### src/rtl/psm_result_serializer_pkg.sv
// Shared constants, state encoding and header packing for the result serializer.
// Header layout: bit0 zero, bit1 trit error, bit2 overflow, bits[15:8] frame counter.
package psm_result_serializer_pkg;

    localparam int DATA_W_DEF   = 194;
    localparam int OUT_W_DEF    = 32;
    localparam int HDR_ZERO_BIT = 0;
    localparam int HDR_TERR_BIT = 1;
    localparam int HDR_OVF_BIT  = 2;
    localparam int HDR_CNT_LSB  = 8;
    localparam int CNT_W        = 8;

    typedef enum logic [1:0] {
        ST_IDLE = 2'd0,
        ST_HDR  = 2'd1,
        ST_XS   = 2'd2,
        ST_YS   = 2'd3
    } ser_state_t;

    function automatic int words_for(input int data_w, input int out_w);
        return (data_w + out_w - 1) / out_w;
    endfunction

    function automatic logic [15:0] make_header(input logic zero,
                                                input logic terr,
                                                input logic ovf,
                                                input logic [CNT_W-1:0] cnt);
        logic [15:0] h;
        h = '0;
        h[HDR_ZERO_BIT]            = zero;
        h[HDR_TERR_BIT]            = terr;
        h[HDR_OVF_BIT]             = ovf;
        h[HDR_CNT_LSB +: CNT_W]    = cnt;
        return h;
    endfunction

endpackage

### src/rtl/psm_result_serializer_if.sv
// Valid/ready word stream carrying serialized point results toward the host link.
interface psm_result_serializer_if #(
    parameter int OUT_W = 32
) ();

    logic [OUT_W-1:0] out_data;
    logic             out_valid;
    logic             out_last;
    logic             out_ready;

    modport master (
        output out_data,
        output out_valid,
        output out_last,
        input  out_ready
    );

    modport slave (
        input  out_data,
        input  out_valid,
        input  out_last,
        output out_ready
    );

endinterface

### src/rtl/psm_result_serializer_trit_check.sv
// Flags any 2-bit GF(3) digit encoded as 2'b11 within a coordinate.
module psm_result_serializer_trit_check #(
    parameter int DATA_W = 194
) (
    input  logic [DATA_W-1:0] coord,
    output logic              bad
);

    always_comb begin
        bad = 1'b0;
        for (int i = 0; i < DATA_W / 2; i++) begin
            if (coord[2*i +: 2] == 2'b11) begin
                bad = 1'b1;
            end
        end
    end

endmodule

### src/rtl/psm_result_serializer.sv
// Captures a point_scalar_mult result on the rising edge of done and streams it as framed words.
// Optional macro PSM_SER_TRIT_CHECK_EN enables the invalid-trit flag in header bit1.
module psm_result_serializer
    import psm_result_serializer_pkg::*;
#(
    parameter int DATA_W = DATA_W_DEF,
    parameter int OUT_W  = OUT_W_DEF
) (
    input  logic                     clk,
    input  logic                     reset,
    input  logic                     done,
    input  logic [DATA_W-1:0]        x3,
    input  logic [DATA_W-1:0]        y3,
    input  logic                     zero3,
    psm_result_serializer_if.master  stream,
    output logic                     busy
);

    localparam int WORDS    = words_for(DATA_W, OUT_W);
    localparam int IDX_W    = (WORDS > 1) ? $clog2(WORDS) : 1;
    localparam int PAD_W    = WORDS * OUT_W;
    localparam logic [IDX_W-1:0] IDX_LAST = IDX_W'(WORDS - 1);

    ser_state_t        state, state_n;
    logic [IDX_W-1:0]  idx, idx_n, idx_inc;
    logic [OUT_W-1:0]  data_n;
    logic              valid_n, last_n;
    logic [CNT_W-1:0]  cnt, cnt_n;
    logic              ovf, ovf_n;
    logic              done_q;
    logic [DATA_W-1:0] x_reg, y_reg;
    logic              zero_reg;
    logic              terr;
    logic              rise, xfer, final_xfer, capture, drop, idx_last;

    function automatic logic [OUT_W-1:0] pick(input logic [DATA_W-1:0] c,
                                              input logic [IDX_W-1:0]  k);
        logic [PAD_W-1:0] p;
        p = '0;
        p[DATA_W-1:0] = c;
        return p[k*OUT_W +: OUT_W];
    endfunction

`ifdef PSM_SER_TRIT_CHECK_EN
    logic bad_x, bad_y;

    psm_result_serializer_trit_check #(.DATA_W(DATA_W)) u_chk_x (
        .coord (x3),
        .bad   (bad_x)
    );

    psm_result_serializer_trit_check #(.DATA_W(DATA_W)) u_chk_y (
        .coord (y3),
        .bad   (bad_y)
    );

    assign terr = !zero3 && (bad_x || bad_y);
`else
    assign terr = 1'b0;
`endif

    assign rise       = done && !done_q;
    assign xfer       = stream.out_valid && stream.out_ready;
    assign final_xfer = xfer && stream.out_last;
    // A new result may only start a frame when the link is idle or the last word is leaving now.
    assign capture    = rise && ((state == ST_IDLE) || final_xfer);
    assign drop       = rise && !capture;
    assign idx_inc    = idx + 1'b1;
    assign idx_last   = (idx == IDX_LAST);
    assign busy       = (state != ST_IDLE);

    always_comb begin
        state_n = state;
        idx_n   = idx;
        data_n  = stream.out_data;
        valid_n = stream.out_valid;
        last_n  = stream.out_last;
        cnt_n   = cnt;
        ovf_n   = ovf;

        if (xfer && (state == ST_HDR)) begin
            cnt_n = cnt + 1'b1;
            if (stream.out_data[HDR_OVF_BIT]) begin
                ovf_n = 1'b0;
            end
        end
        if (drop) begin
            ovf_n = 1'b1;
        end

        case (state)
            ST_HDR: begin
                if (xfer) begin
                    if (zero_reg) begin
                        state_n = ST_IDLE;
                        valid_n = 1'b0;
                        last_n  = 1'b0;
                        data_n  = '0;
                    end else begin
                        state_n = ST_XS;
                        idx_n   = '0;
                        data_n  = pick(x_reg, '0);
                        last_n  = 1'b0;
                    end
                end
            end
            ST_XS: begin
                if (xfer) begin
                    if (idx_last) begin
                        state_n = ST_YS;
                        idx_n   = '0;
                        data_n  = pick(y_reg, '0);
                        last_n  = (WORDS == 1);
                    end else begin
                        idx_n   = idx_inc;
                        data_n  = pick(x_reg, idx_inc);
                    end
                end
            end
            ST_YS: begin
                if (xfer) begin
                    if (idx_last) begin
                        state_n = ST_IDLE;
                        idx_n   = '0;
                        valid_n = 1'b0;
                        last_n  = 1'b0;
                        data_n  = '0;
                    end else begin
                        idx_n   = idx_inc;
                        data_n  = pick(y_reg, idx_inc);
                        last_n  = (idx_inc == IDX_LAST);
                    end
                end
            end
            default: begin
            end
        endcase

        // Header uses post-update counter/flag so back-to-back frames see this cycle's header transfer.
        if (capture) begin
            state_n = ST_HDR;
            idx_n   = '0;
            valid_n = 1'b1;
            last_n  = zero3;
            data_n  = OUT_W'(make_header(zero3, terr, ovf_n, cnt_n));
        end
    end

    always_ff @(posedge clk or posedge reset) begin
        if (reset) begin
            state            <= ST_IDLE;
            idx              <= '0;
            stream.out_data  <= '0;
            stream.out_valid <= 1'b0;
            stream.out_last  <= 1'b0;
            cnt              <= '0;
            ovf              <= 1'b0;
            done_q           <= 1'b1;
            x_reg            <= '0;
            y_reg            <= '0;
            zero_reg         <= 1'b0;
        end else begin
            state            <= state_n;
            idx              <= idx_n;
            stream.out_data  <= data_n;
            stream.out_valid <= valid_n;
            stream.out_last  <= last_n;
            cnt              <= cnt_n;
            ovf              <= ovf_n;
            done_q           <= done;
            if (capture) begin
                x_reg    <= x3;
                y_reg    <= y3;
                zero_reg <= zero3;
            end
        end
    end

endmodule

### src/flat_wrapper.sv
// flat-port wrapper written by rule: the top's interface ports become plain ports
module psm_result_serializer_flat import psm_result_serializer_pkg::*;
#(
    parameter int DATA_W = DATA_W_DEF,
    parameter int OUT_W  = OUT_W_DEF
)
  (clk, reset, done, x3, y3, zero3, busy, stream_out_data, stream_out_valid, stream_out_last, stream_out_ready);
  psm_result_serializer_if #(.OUT_W(OUT_W)) stream_i ();
  input  logic clk;
  input  logic reset;
  input  logic done;
  input  logic [DATA_W-1:0] x3;
  input  logic [DATA_W-1:0] y3;
  input  logic zero3;
  output logic busy;
  output wire logic [$bits(stream_i.out_data)-1:0] stream_out_data;
  output wire logic [$bits(stream_i.out_valid)-1:0] stream_out_valid;
  output wire logic [$bits(stream_i.out_last)-1:0] stream_out_last;
  input wire logic [$bits(stream_i.out_ready)-1:0] stream_out_ready;
  assign stream_out_data = stream_i.out_data;
  assign stream_out_valid = stream_i.out_valid;
  assign stream_out_last = stream_i.out_last;
  assign stream_i.out_ready = stream_out_ready;
  psm_result_serializer #(.DATA_W(DATA_W), .OUT_W(OUT_W)) u_core (.clk(clk), .reset(reset), .done(done), .x3(x3), .y3(y3), .zero3(zero3), .stream(stream_i), .busy(busy));
endmodule
### config.mk
export PLATFORM = sky130hd
export DESIGN_NAME = psm_result_serializer_flat
export DESIGN_NICKNAME = d
export VERILOG_FILES = /design/src/rtl/psm_result_serializer_pkg.sv /design/src/rtl/psm_result_serializer_if.sv /design/src/rtl/psm_result_serializer_trit_check.sv /design/src/rtl/psm_result_serializer.sv /design/src/flat_wrapper.sv
export SDC_FILE = /design/constraint.sdc
export NUM_CORES = 1
export LEC_CHECK = 0
export BUFFER_PORTS_ARGS = -buffer_cell sky130_fd_sc_hd__buf_2
export CAP_MARGIN = 20
export CORE_ASPECT_RATIO = 1.2
export CORE_MARGIN = 1.5
export CORE_UTILIZATION = 40
export DETAILED_ROUTE_END_ITERATION = 10
export GPL_ROUTABILITY_DRIVEN = 0
export SYNTH_ARGS = -nofsm -noshare
export SYNTH_HDL_FRONTEND = slang
export SYNTH_SLANG_ARGS = --single-unit
### constraint.sdc
create_clock -name clk -period 12.97 [get_ports clk]
set_clock_uncertainty 0.05 [all_clocks]
set_input_delay 1.9455 -clock clk [delete_from_list [all_inputs] [get_ports clk]]
set_output_delay 1.9455 -clock clk [all_outputs]
set_load 0.005 [all_outputs]
Word-level counts from Yosys, hierarchy flattened
Cells that the tools add are included.

Equal/unequal tests: 13. Reductions and logical operators: 20. Shifts and indexed selects: 2. Muxes and demuxes: 37. Add/sub/neg operators: 2.

Operator list (number): $shiftx A224 B9 Y32 (2); $mux W32 (7); $pmux W32 S3 (1); $ne A3 B1 Y1 const B (7); $mux W3 (5); $mux W2 (7); $mux W1 (12); $reduce_and A5 Y1 (2); $add A8 B1 Y8 const B (1); $mux W8 (1); $reduce_and A4 Y1 (2); $eq A3 B3 Y1 const B (2); $logic_and A1 B1 Y1 (6); $pmux W2 S3 (1); $pmux W3 S2 (1); $reduce_and A6 Y1 (1); $reduce_bool A3 Y1 (2); $eq A2 B2 Y1 const B (2); $reduce_bool A4 Y1 (1); $add A3 B1 Y3 const B (1); $ne A3 B3 Y1 const B (1); $pmux W1 S3 (1); $eq A2 B1 Y1 const B (1); $logic_not A1 Y1 (2); other kinds (5) (5).

Bits of input ports: 393. Logic and storage cells: 85. Output and inout port bits: 35. Register bits after elaboration: 438.

Longest topological paths before layout
Gate-level depths: netlist of the first run.

Word-level depth: 8. Mapped depth: 10. Depth with buffers taken out: 7.

Worst setup path after synthesis of the first run
No wires, ideal clock.

Kind: input port to flip-flop. Start: input port done. End: register u_core.stream.out_data[13]. Setup slack: 9.707 ns. Buffers on the path: 1. Arrival time: 3.083 ns. Required time: 12.791 ns. Stages: 6. Library setup time: 0.129 ns. Cells stage by stage: nor2b_1 > clkbuf_1 > a21oi_1 > o211ai_1 > a211oi_2 > a211oi_2.

Word-level cells in the longest chain between the ends: 4. Elaborated cells between the ends (all ways): 8. Those cells by class: eq/ne (3); mux (1); reduce/logical (4).

Ends and longest elaborated chain: start, declared (line flat_wrapper.sv:11) `input logic done;`; $logic_and A1 B1 Y1 (*) (line psm_result_serializer.sv:62) `assign rise = done && !done_q;`; $logic_and A1 B1 Y1 (*) (line psm_result_serializer.sv:66) `assign capture = rise && ((state == ST_IDLE) || final_xfer);`; $ne A3 B1 Y1 (no line) or $reduce_bool A4 Y1 (tied branches); $reduce_and A4 Y1 (no line); end signal, assigned (line psm_result_serializer.sv:165) `stream.out_data <= data_n;`; end, declared (line psm_result_serializer_if.sv:12) `output out_data,`.

Every way passes the cells marked *; elsewhere a longest branch is shown, timed or not. A chain may end at the register's enable or synchronous reset.

Worst setup path after layout of the first run
Start: input port stream_out_ready. End: register u_core.idx[1].

Word-level cells in the longest chain between the ends: 6. Elaborated cells between the ends (all ways): 10. Those cells by class: eq/ne (3); mux (1); reduce/logical (6).

Ends and longest elaborated chain: start, declared (line flat_wrapper.sv:19) `input wire logic [$bits(stream_i.out_ready)-1:0] stream_out_ready;`; $logic_and A1 B1 Y1 (*) (line psm_result_serializer.sv:63) `assign xfer = stream.out_valid && stream.out_ready;`; $logic_and A1 B1 Y1 (line psm_result_serializer.sv:64) `assign final_xfer = xfer && stream.out_last;`; $logic_or A1 B1 Y1 (line psm_result_serializer.sv:66); $logic_and A1 B1 Y1 (line psm_result_serializer.sv:66); $ne A3 B3 Y1 (no line) (tied with other cells); $reduce_and A4 Y1 (no line); end signal, assigned (line psm_result_serializer.sv:164) `idx <= idx_n;`; end, declared (line psm_result_serializer.sv:25) `logic [IDX_W-1:0] idx, idx_n, idx_inc;`.

Marks and branches as above.

==> flow_metrics.py, run 1 <==
metrics = {
    "outcome": {
        "run_status": "finished, final reports clean",
    },
    "setup_path": {
        "worstPathRequired_ps": 13370,
        "timing.critical_path.cells": "buf_2, and3_1, o21ai_4, buf_4, buf_4, a31oi_2, or3b_1, o21ai_0",
        "worstSetupPathType": "input port to register",
        "end_kind": "register",
        "worstPathMaxFanout": 99,
        "worstSetupStartpointType": "input port",
        "critical_path.top_delay_family": "buffers and inverters",
        "critical-path-top-cell-by-count": "buf_4",
        "worstPathBufferInverterCount": 3,
        "worst_ep_arrival_time_ps": 4800,
        "timing.critical_path.slowest_stage_cell": "buf_4",
        "slowest_delay_ps": 910,
    },
    "cts": {
        "postCtsHoldBufs": 0,
        "cts.root.buffer_cell": "clkbuf_16",
        "clkLatencyLatePin_ps": 590,
        "clock_tree_from_tritoncts": "built",
        "number_of_levels_in_the_clock_h_tree": 2,
        "tritoncts.num_buffers": 47,
        "cts_sinks": 438,
        "cts_resized": 0,
        "post-cts-setup-buffer-count": 0,
        "max-clock-path-buffers": 3,
        "clk_pin_slew_ps": 60,
    },
    "timing": {
        "final-setup-viol-count": 0,
        "finalMaxSlewViolations": 0,
        "final.hold.worst_slack_ps": 419,
        "rsz_0062_raised_after_global_routing": "no",
        "slew-limit-headroom_pct": 26.6,
        "period_needed_ps": 4400,
        "achievable-frequency_mhz": 227,
        "worst_slew_pin_slew_ps": 1100,
        "hold_violations": 0,
        "timing.final.crit_share_pct": 33.9,
        "final.setup.tns_ps": 0,
    },
    "routing": {
        "routedWlPerCell_um": 20.7,
        "detail_route.first_pass.iterations": 5,
        "drt-total-wl_um": 68800,
        "vias": 17300,
        "met2WireLength_um": 35300,
        "met1Wirelength_um": 26700,
        "antenna_left": 0,
        "detailedRoute.firstIterationViolations": 1449,
        "maxUsedRoutingLayer": "met5",
        "remaining_drc_errors": 0,
        "detail_route.vias_per_cell": 5.21,
        "dr_wl_met3_um": 3940,
    },
    "global_route": {
        "grt_pass1_wl_um": 104000,
        "antenna_found_initial": 13,
        "grt.total_usage_pct": 26.3,
        "via_count_of_the_first_global_routing_pass": 17800,
        "grt_overflow": 0,
        "largest_net_degree_at_the_start_of_global_routing": 210,
    },
    "final_layout": {
        "finalNetCount": 3040,
        "layout.core_utilization_pct": 49.1,
        "final_cell_mix": "1251 x nand2_1, 435 x dfrtp_1, 427 x buf_2",
        "final_layout_size_suffix_gt1_share_pct": 23.5,
        "final_common_cell": "nand2_1",
        "layout.filler_cells": 4895,
        "area_growth_pct": 20.8,
        "stdcell_count": 3326,
    },
    "logic_synthesis": {
        "syn_avg_cell_area_um2": 8.95,
        "synth_seq_area_share_pct": 53.6,
        "synth_edf_count": 0,
        "synth_async_sr_flop_share_pct": 100,
        "postSynthCellCount": 2285,
        "synth-main-ff-cell": "dfrtp_1",
        "post_synth_instance_area_um2": 20400,
        "synth.yosys.warnings": 0,
        "postSynthRegisterBits": 438,
        "synth_cell_type_count": 67,
        "synth_nets": 2682,
    },
    "die": {
        "fp.coreArea_um2": 50300,
        "die_w_um": 209,
        "chipHeight_um": 251,
        "starting_utilization_of_the_core_area_pct": 40.6,
        "dieArea_um2": 52500,
        "placement_rows": 90,
        "num_io_pins": 428,
    },
    "hold_path": {
        "hp-class": "register to register",
    },
    "place": {
        "port_buffers": 427,
        "detailed_place_hpwl_um": 49100,
        "dp_cells": 3236,
    },
    "power_and_ir_drop": {
        "powerDensity_nw_per_um2": 244,
        "irDropWorstVdd_uv": 106,
        "p_leak_uw": 0.0130,
    },
    "run": {
        "max_cap_violations": 0,
    },
}
==> final cells by class <==
type	count	area (um2)	share of cell area, %
antenna	4	10.0	0.0405
clock buffer	64	1350	5.47
clock inverter	20	280	1.13
inverter	9	37.5	0.152
multi-input combinational	1690	8820	35.7
sequential	438	11000	44.4
tap	644	806	3.26
timing repair buffer	457	2420	9.81
==> final timing paths <==
kind | startpoint | end | slack, ps | cells past startpoint
hold / removal | u_core.x_reg[182] | u_core.x_reg[182] | 420 | 2
hold reg to reg | u_core.x_reg[182] | u_core.x_reg[182] | 420 | 2
min in group asynchronous | reset | u_core.x_reg[101] | 1410 | 2
setup / recovery | stream_out_ready | u_core.idx[1] | 8570 | 8
max in group asynchronous | reset | u_core.idx[0] | 9320 | 5
setup reg to reg | u_core.idx[0] | u_core.stream.out_data[1] | 8690 | 8
==> synth_stat cells, types with 6 or more instances <==
library cell | count | area share (%)
a22oi_1 | 6 | 0.22
nor2b_1 | 6 | 0.18
o22ai_1 | 10 | 0.31
mux2_2 | 6 | 0.33
mux4_2 | 59 | 6.5
o21ai_0 | 30 | 0.73
a211oi_1 | 22 | 0.81
buf_2 | 71 | 1.7
inv_1 | 7 | 0.13
nand4_1 | 12 | 0.37
buf_1 | 13 | 0.24
dfrtp_1 | 437 | 53
o31ai_1 | 23 | 0.84
mux2i_1 | 59 | 2.9
nand2b_1 | 6 | 0.18
clkbuf_1 | 56 | 1.0
a21oi_1 | 56 | 1.4
a31oi_1 | 6 | 0.18
nor2_1 | 36 | 0.66
nand2_1 | 1251 | 23
a21o_1 | 22 | 0.81
nand3_1 | 10 | 0.24
==> cell families after synthesis <==
group,synth area share (%)
XOR/XNOR,0.606
AO/OA/AOI/OAI,7.09
buffers and inverters,3.52
adder cells (fa/ha/maj),0.245
AND/OR/NAND/NOR,25.2
flip-flops,53.6
multiplexers,9.72
==> report_power, final <==
group | switching (uW) | total [uW] | internal (uW) | leakage [uW]
Sequential | 421 | 2410 | 1990 | 0.00547
Combinational | 1290 | 2180 | 893 | 0.00669
Clock | 576 | 1430 | 850 | 0.000797
Total | 2280 | 6020 | 3740 | 0.0130
==> worst register-to-register path, cell delays in order, from the launching register on <==
cell and delay (ps):
dfrtp_4 780, buf_4 650, inv_2 270, ha_4 540, buf_4 700, mux2i_1 410, o31ai_1 260, a21oi_1 80
o41ai_1 420
==> stage by stage <==
step           cell area [um2]  setup slack [ps]  power, uW
2_1_floorplan            20500              5060       3820
3_3_place_gp             23000              7680       4560
3_5_place_dp             23000              7530       4630
4_1_cts                  24600              8160       6080
5_1_grt                  24700              8360       6420
6_report                 24700              8570       6020
==> per-layer routing <==
metal / vias to the layer above / track usage (%)
li1: 8148 / -
met5: - / 0
met3: 132 / 4.83
met4: 18 / 10.8
met1: 8479 / 32.0
met2: 544 / 46.0
Power figures use the tool's default switching activity.
==> run 2, diff against run 1 <==
clock period = 4.1 ns   (was 12.97 ns; I/O delays follow)
==> run 2 against run 1 <==
Compared with the run above:
- combinational power grew to 3.2 times the previous value
- via count is 1.2% higher
- register-to-register slack worse by 7500 ps
- critical path depth is 1 lower
- largest power group unchanged
- sequential cell count stayed put
- sequential share of layout area is 0.29 points lower
- count of clock-buffer cells in the layout is 4 lower
- highest routed layer unchanged
- cell area is 0.66% higher
==> flow_metrics.py, run 2 (synthesis results as in run 1) <==
metrics = {
    "die": {
        "starting_utilization_of_the_core_area_pct": 40.6,
        "placement_rows": 90,
        "chipHeight_um": 251,
        "fp.coreArea_um2": 50300,
        "die_w_um": 209,
        "dieArea_um2": 52500,
        "num_io_pins": 428,
    },
    "timing": {
        "timing.final.crit_share_pct": 69.9,
        "worst_slew_pin_slew_ps": 1070,
        "finalMaxSlewViolations": 0,
        "rsz_0062_raised_after_global_routing": "no",
        "period_needed_ps": 2860,
        "final.setup.tns_ps": 0,
        "final-setup-viol-count": 0,
        "hold_violations": 0,
        "final.hold.worst_slack_ps": 92.2,
        "achievable-frequency_mhz": 349,
        "slew-limit-headroom_pct": 28.7,
    },
    "final_layout": {
        "final_cell_mix": "1251 x nand2_1, 435 x dfrtp_1, 427 x buf_2",
        "finalNetCount": 3045,
        "final_common_cell": "nand2_1",
        "layout.core_utilization_pct": 49.4,
        "final_layout_size_suffix_gt1_share_pct": 23.8,
        "stdcell_count": 3329,
        "area_growth_pct": 21.6,
    },
    "place": {
        "dp_cells": 3242,
        "detailed_place_hpwl_um": 52100,
        "port_buffers": 427,
    },
    "global_route": {
        "antenna_found_initial": 6,
        "grt_overflow": 0,
        "grt_pass1_wl_um": 106000,
        "via_count_of_the_first_global_routing_pass": 17600,
        "largest_net_degree_at_the_start_of_global_routing": 204,
        "grt.total_usage_pct": 26.9,
    },
    "cts": {
        "postCtsHoldBufs": 0,
        "cts.root.buffer_cell": "clkbuf_16",
        "max-clock-path-buffers": 3,
        "cts_sinks": 438,
        "clkLatencyLatePin_ps": 590,
        "clk_pin_slew_ps": 70,
        "cts_resized": 0,
        "clock_tree_from_tritoncts": "built",
        "number_of_levels_in_the_clock_h_tree": 2,
        "tritoncts.num_buffers": 46,
        "post-cts-setup-buffer-count": 0,
    },
    "routing": {
        "detail_route.vias_per_cell": 5.26,
        "detailedRoute.firstIterationViolations": 1176,
        "detail_route.first_pass.iterations": 6,
        "remaining_drc_errors": 0,
        "routedWlPerCell_um": 21.2,
        "vias": 17500,
        "antenna_left": 0,
        "drt-total-wl_um": 70500,
    },
    "power_and_ir_drop": {
        "seq_power_share_pct": 40.6,
        "clock_power_share_pct": 23.7,
        "internal_power_uw": 11900,
        "p_leak_uw": 0.0131,
        "switchingPower_uw": 7360,
        "powerDensity_nw_per_um2": 775,
        "irDropWorstVdd_uv": 357,
        "netSwitchingFraction_pct": 38.2,
        "power_frac_comb_pct": 35.7,
    },
    "setup_path": {
        "end_kind": "register",
        "worstPathMaxFanout": 30,
        "worstSetupStartpointType": "register",
        "worstPathRequired_ps": 4520,
        "worst_ep_arrival_time_ps": 3290,
        "worstSetupPathType": "register to register",
    },
    "outcome": {
        "run_status": "finished, final reports clean",
    },
    "hold_path": {
        "hp-class": "input port to register",
    },
    "run": {
        "max_cap_violations": 0,
    },
}
-- run 2: cell count changes in the layout (fill, tap and decap cells not counted), moves of 3 or more --
cell | before | now
clkbuf_1 | 7 | 3
clkinv_2 | 7 | 11
diode_2 | 4 | 1
buf_12 | 1 | 11
buf_4 | 26 | 23
-- run 2: per-stage QoR --
step | instance area (um2) | setup WS (ps) | power (uW)
floorplan | 20500 | -2480 | 12100
global placement | 23200 | 1260 | 14600
detailed placement | 23200 | 1210 | 14800
CTS | 24800 | 1190 | 19400
global route | 24900 | 1050 | 20400
finish | 24900 | 1240 | 19300
-- run 2: layer usage --
metal,share of wire [%],GRT usage (%)
met1,38,32.5
met2,52,47.3
met3,5.2,4.29
met4,4.4,11.6
met5,0.091,0
-- run 2: area by class of cell --
type                            instances  area [um2]
Antenna cell                            1        2.50
Clock buffer                           60        1330
Clock inverter                         24         327
Fill cell                            4853       25500
Inverter                                9        37.5
Multi-Input combinational cell       1690        8820
Sequential cell                       438       11000
Tap cell                              644         806
Timing Repair Buffer                  463        2570
-- run 2: worst paths after layout --
kind	endpoint	from	slack, ps	cells past startpoint
setup / recovery	u_core.stream.out_data[27]	u_core.idx[0]	1240	7
hold / removal	u_core.done_q	done	90	1
setup reg to reg	u_core.stream.out_data[27]	u_core.idx[0]	1240	7
hold reg to reg	u_core.x_reg[189]	u_core.x_reg[189]	420	2
max in group asynchronous	u_core.idx[0]	reset	2800	3
min in group asynchronous	u_core.x_reg[77]	reset	150	2
-- run 2: power groups by stage --
stage	Sequential (uW)	Combinational [uW]	Clock [uW]
after global routing	8000	7620	4820
final	7820	6880	4570
after detailed placement	7860	6920	0
after floorplan	7190	4890	0
after global placement	7820	6790	0
after CTS	7800	6960	4650
-- run 2: critical path, cell delays in order, from the launching register on --
cell	delay (ps)
dfrtp_4	500
ha_1	410
nor2b_1	260
o21ai_4	740
buf_4	310
nor2_1	70
a211oi_1	260
o31ai_1	120
==> run 3, diff against run 2 <==
ABC_AREA = 1   (was unset)
clock period = 2.5 ns   (was 4.1 ns; I/O delays follow)
==> run 3 against run 2 <==
Compared with the run above:
- utilization is 7.6 points higher
- combinational power is 110% higher
- via count is 25% higher
- sequential power is 55% higher
- sequential cell count stayed put
- non-clock buffer count is 401 higher
- power is 76% higher
- sequential share of layout area is 6.8 points lower
- setup slack worse by 1100 ps
==> flow_metrics.py, run 3 <==
metrics = {
    "global_route": {
        "grt.total_usage_pct": 30.1,
        "largest_net_degree_at_the_start_of_global_routing": 122,
        "via_count_of_the_first_global_routing_pass": 21700,
        "grt_pass1_wl_um": 124000,
        "antenna_found_initial": 13,
        "grt_overflow": 0,
    },
    "place": {
        "port_buffers": 427,
        "dp_cells": 3780,
        "dp_slack_ps": 247,
        "detailed_place_hpwl_um": 53500,
    },
    "setup_path": {
        "worst_ep_arrival_time_ps": 2760,
        "worstSetupStartpointType": "register",
        "worstSetupPathType": "register to register",
        "slowest_delay_ps": 480,
        "end_kind": "register",
        "worstPathRequired_ps": 2900,
        "startpoint": "u_core.idx[0]",
        "rr_startpoint": "u_core.idx[0]",
        "worstPathMaxFanout": 56,
        "timing.critical_path.cells": "inv_4, ha_4, buf_12, a21oi_1, o21ai_0, o21ai_0, nand2_1, nand2_1, nand3_1, o21ai_1",
        "timing.critical_path.slowest_stage_cell": "dfrtp_4",
    },
    "timing": {
        "final_critical_path_setup_slack_ps": 139,
        "hold_violations": 0,
        "slew-limit-headroom_pct": 42.2,
        "rsz_0062_raised_after_global_routing": "no",
        "final.setup.tns_ps": 0,
        "worst_slew_pin_slew_ps": 858,
        "finalMaxSlewViolations": 0,
        "final.hold.worst_slack_ps": 16.9,
        "final-setup-viol-count": 0,
        "timing.final.crit_share_pct": 94.4,
        "achievable-frequency_mhz": 424,
        "period_needed_ps": 2360,
    },
    "cts": {
        "clkLatencyLatePin_ps": 590,
        "cts.root.buffer_cell": "clkbuf_16",
        "clock_tree_from_tritoncts": "built",
        "tritoncts.num_buffers": 48,
        "clk_pin_slew_ps": 60,
        "cts_sinks": 438,
        "number_of_levels_in_the_clock_h_tree": 2,
        "max-clock-path-buffers": 3,
    },
    "final_layout": {
        "layout.core_utilization_pct": 56.9,
        "finalNetCount": 3913,
        "layout.filler_cells": 4625,
        "final_layout_size_suffix_gt1_share_pct": 16.2,
        "multiInputGateArea_um2": 8560,
        "final_common_cell": "nand2_1",
        "regArea_um2": 11000,
        "area_growth_pct": 40.2,
        "final_cell_mix": "1299 x nand2_1, 436 x dfrtp_1, 427 x buf_2",
        "stdcell_count": 4262,
    },
    "routing": {
        "detail_route.first_pass.iterations": 7,
        "routedWlPerCell_um": 19.0,
        "remaining_drc_errors": 0,
        "antenna_left": 0,
        "detail_route.vias_per_cell": 5.15,
        "vias": 21900,
        "detailedRoute.firstIterationViolations": 2087,
        "drt-total-wl_um": 81000,
    },
    "die": {
        "starting_utilization_of_the_core_area_pct": 40.6,
        "die_w_um": 212,
        "chipHeight_um": 254,
        "placement_rows": 91,
        "fp.coreArea_um2": 51600,
        "num_io_pins": 428,
        "dieArea_um2": 53700,
    },
    "logic_synthesis": {
        "largest_area_contributor_in_the_netlist": "dfrtp_1",
        "postSynthRegisterBits": 438,
        "synth-main-ff-cell": "dfrtp_1",
        "synth_seq_area_share_pct": 52.3,
        "syn_avg_cell_area_um2": 7.53,
        "synth_cell_type_count": 34,
        "synth_async_sr_flop_share_pct": 100,
        "synth_commonest_cells": "1300 x nand2_1, 437 x dfrtp_1, 344 x o21ai_0",
        "postSynthCellCount": 2783,
        "post_synth_instance_area_um2": 20900,
        "yosysMostFrequentCell": "nand2_1",
        "synth_nets": 3180,
        "synth.yosys.warnings": 0,
        "synth_edf_count": 0,
        "synth_top_area_share_pct": 52.2,
        "synth.area.top_cells": "dfrtp_1 52%, nand2_1 23%, o21ai_0 8.2%, a21oi_1 2.6%, inv_1 2.6%",
    },
    "hold_path": {
        "hp-class": "input port to register",
        "worstHoldStart": "x3[47]",
    },
    "power_and_ir_drop": {
        "p_leak_uw": 0.0150,
        "powerDensity_nw_per_um2": 1160,
        "irDropWorstVdd_uv": 823,
    },
    "run": {
        "max_cap_violations": 0,
    },
    "outcome": {
        "run_status": "finished, final reports clean",
    },
}
[run 3: cell families (layout without fill, tap and decap cells)]
group           count (synthesis)  after routing  share of synthesized area [%]
buf+inv                       331           1101                           6.97
fa+ha+maj                       4              4                          0.239
simple gates                 1480           1480                           27.2
other cells                     0             12                              0
compound gates                523            523                           13.0
flops                         438            438                           52.3
xor+xnor                        7              7                          0.293
[run 3: where the power goes]
group | switching (uW) | internal, uW | leakage, uW
Clock | 3010 | 4480 | 0.000813
Sequential | 1730 | 10400 | 0.00544
Combinational | 9410 | 4950 | 0.00873
Total | 14100 | 19800 | 0.0150
[run 3: per-stage QoR]
step,power [uW],area (um2)
floorplan,20800,20900
global placement,25500,23800
detailed placement,25800,23800
CTS,33900,29300
global route,36500,29400
finish,34000,29400
[run 3: layer usage]
metal | vias to the layer above | share of wire [%] | global-route usage (%)
met4 | 0 | 6.7 | 17.9
met2 | 1095 | 44 | 45.6
met5 | - | 0 | 0
li1 | 10300 | - | -
met3 | 241 | 7.0 | 4.73
met1 | 10400 | 42 | 40.8
[run 3: area by class of cell]
class                   count  share of cell area (%)
flip-flops and latches    438                    37.3
multi-input cells        2014                    29.1
repair buffers            864                    22.8
clock buffers              75                    5.06
well taps                 697                    2.97
inverters                 150                    1.96
clock inverters            12                   0.601
diodes                     12                   0.102
[run 3: path summary, 6_finish.rpt]
path                                               to  slack (ps)  cells past startpoint
max                        u_core.stream.out_data[25]         140                     10
min in group asynchronous           u_core.x_reg[109]         270                      3
max reg2reg                u_core.stream.out_data[25]         140                     10
max in group asynchronous           u_core.x_reg[132]        1200                      4
min                                  u_core.x_reg[47]          20                      3
min reg2reg                         u_core.x_reg[116]         420                      2
[run 3: timing repair]
item / 4_1_cts / 5_1_grt
hold endpoints to repair: 407 / 0
hold buffers: 383 / 0
gates resized for setup: 0 / 0
setup buffers: 0 / 0
endpoints found under the setup margin: 0 / 0
[run 3: critical path, delay by kind of cell, from the launching register on]
kind / cells / cell delay (ps)
and+or+nand+nor: 3 / 330
buffers and inverters: 2 / 320
DFF: 1 / 480
AOI/OAI and AO/OA: 4 / 690
adders and majority gates: 1 / 300
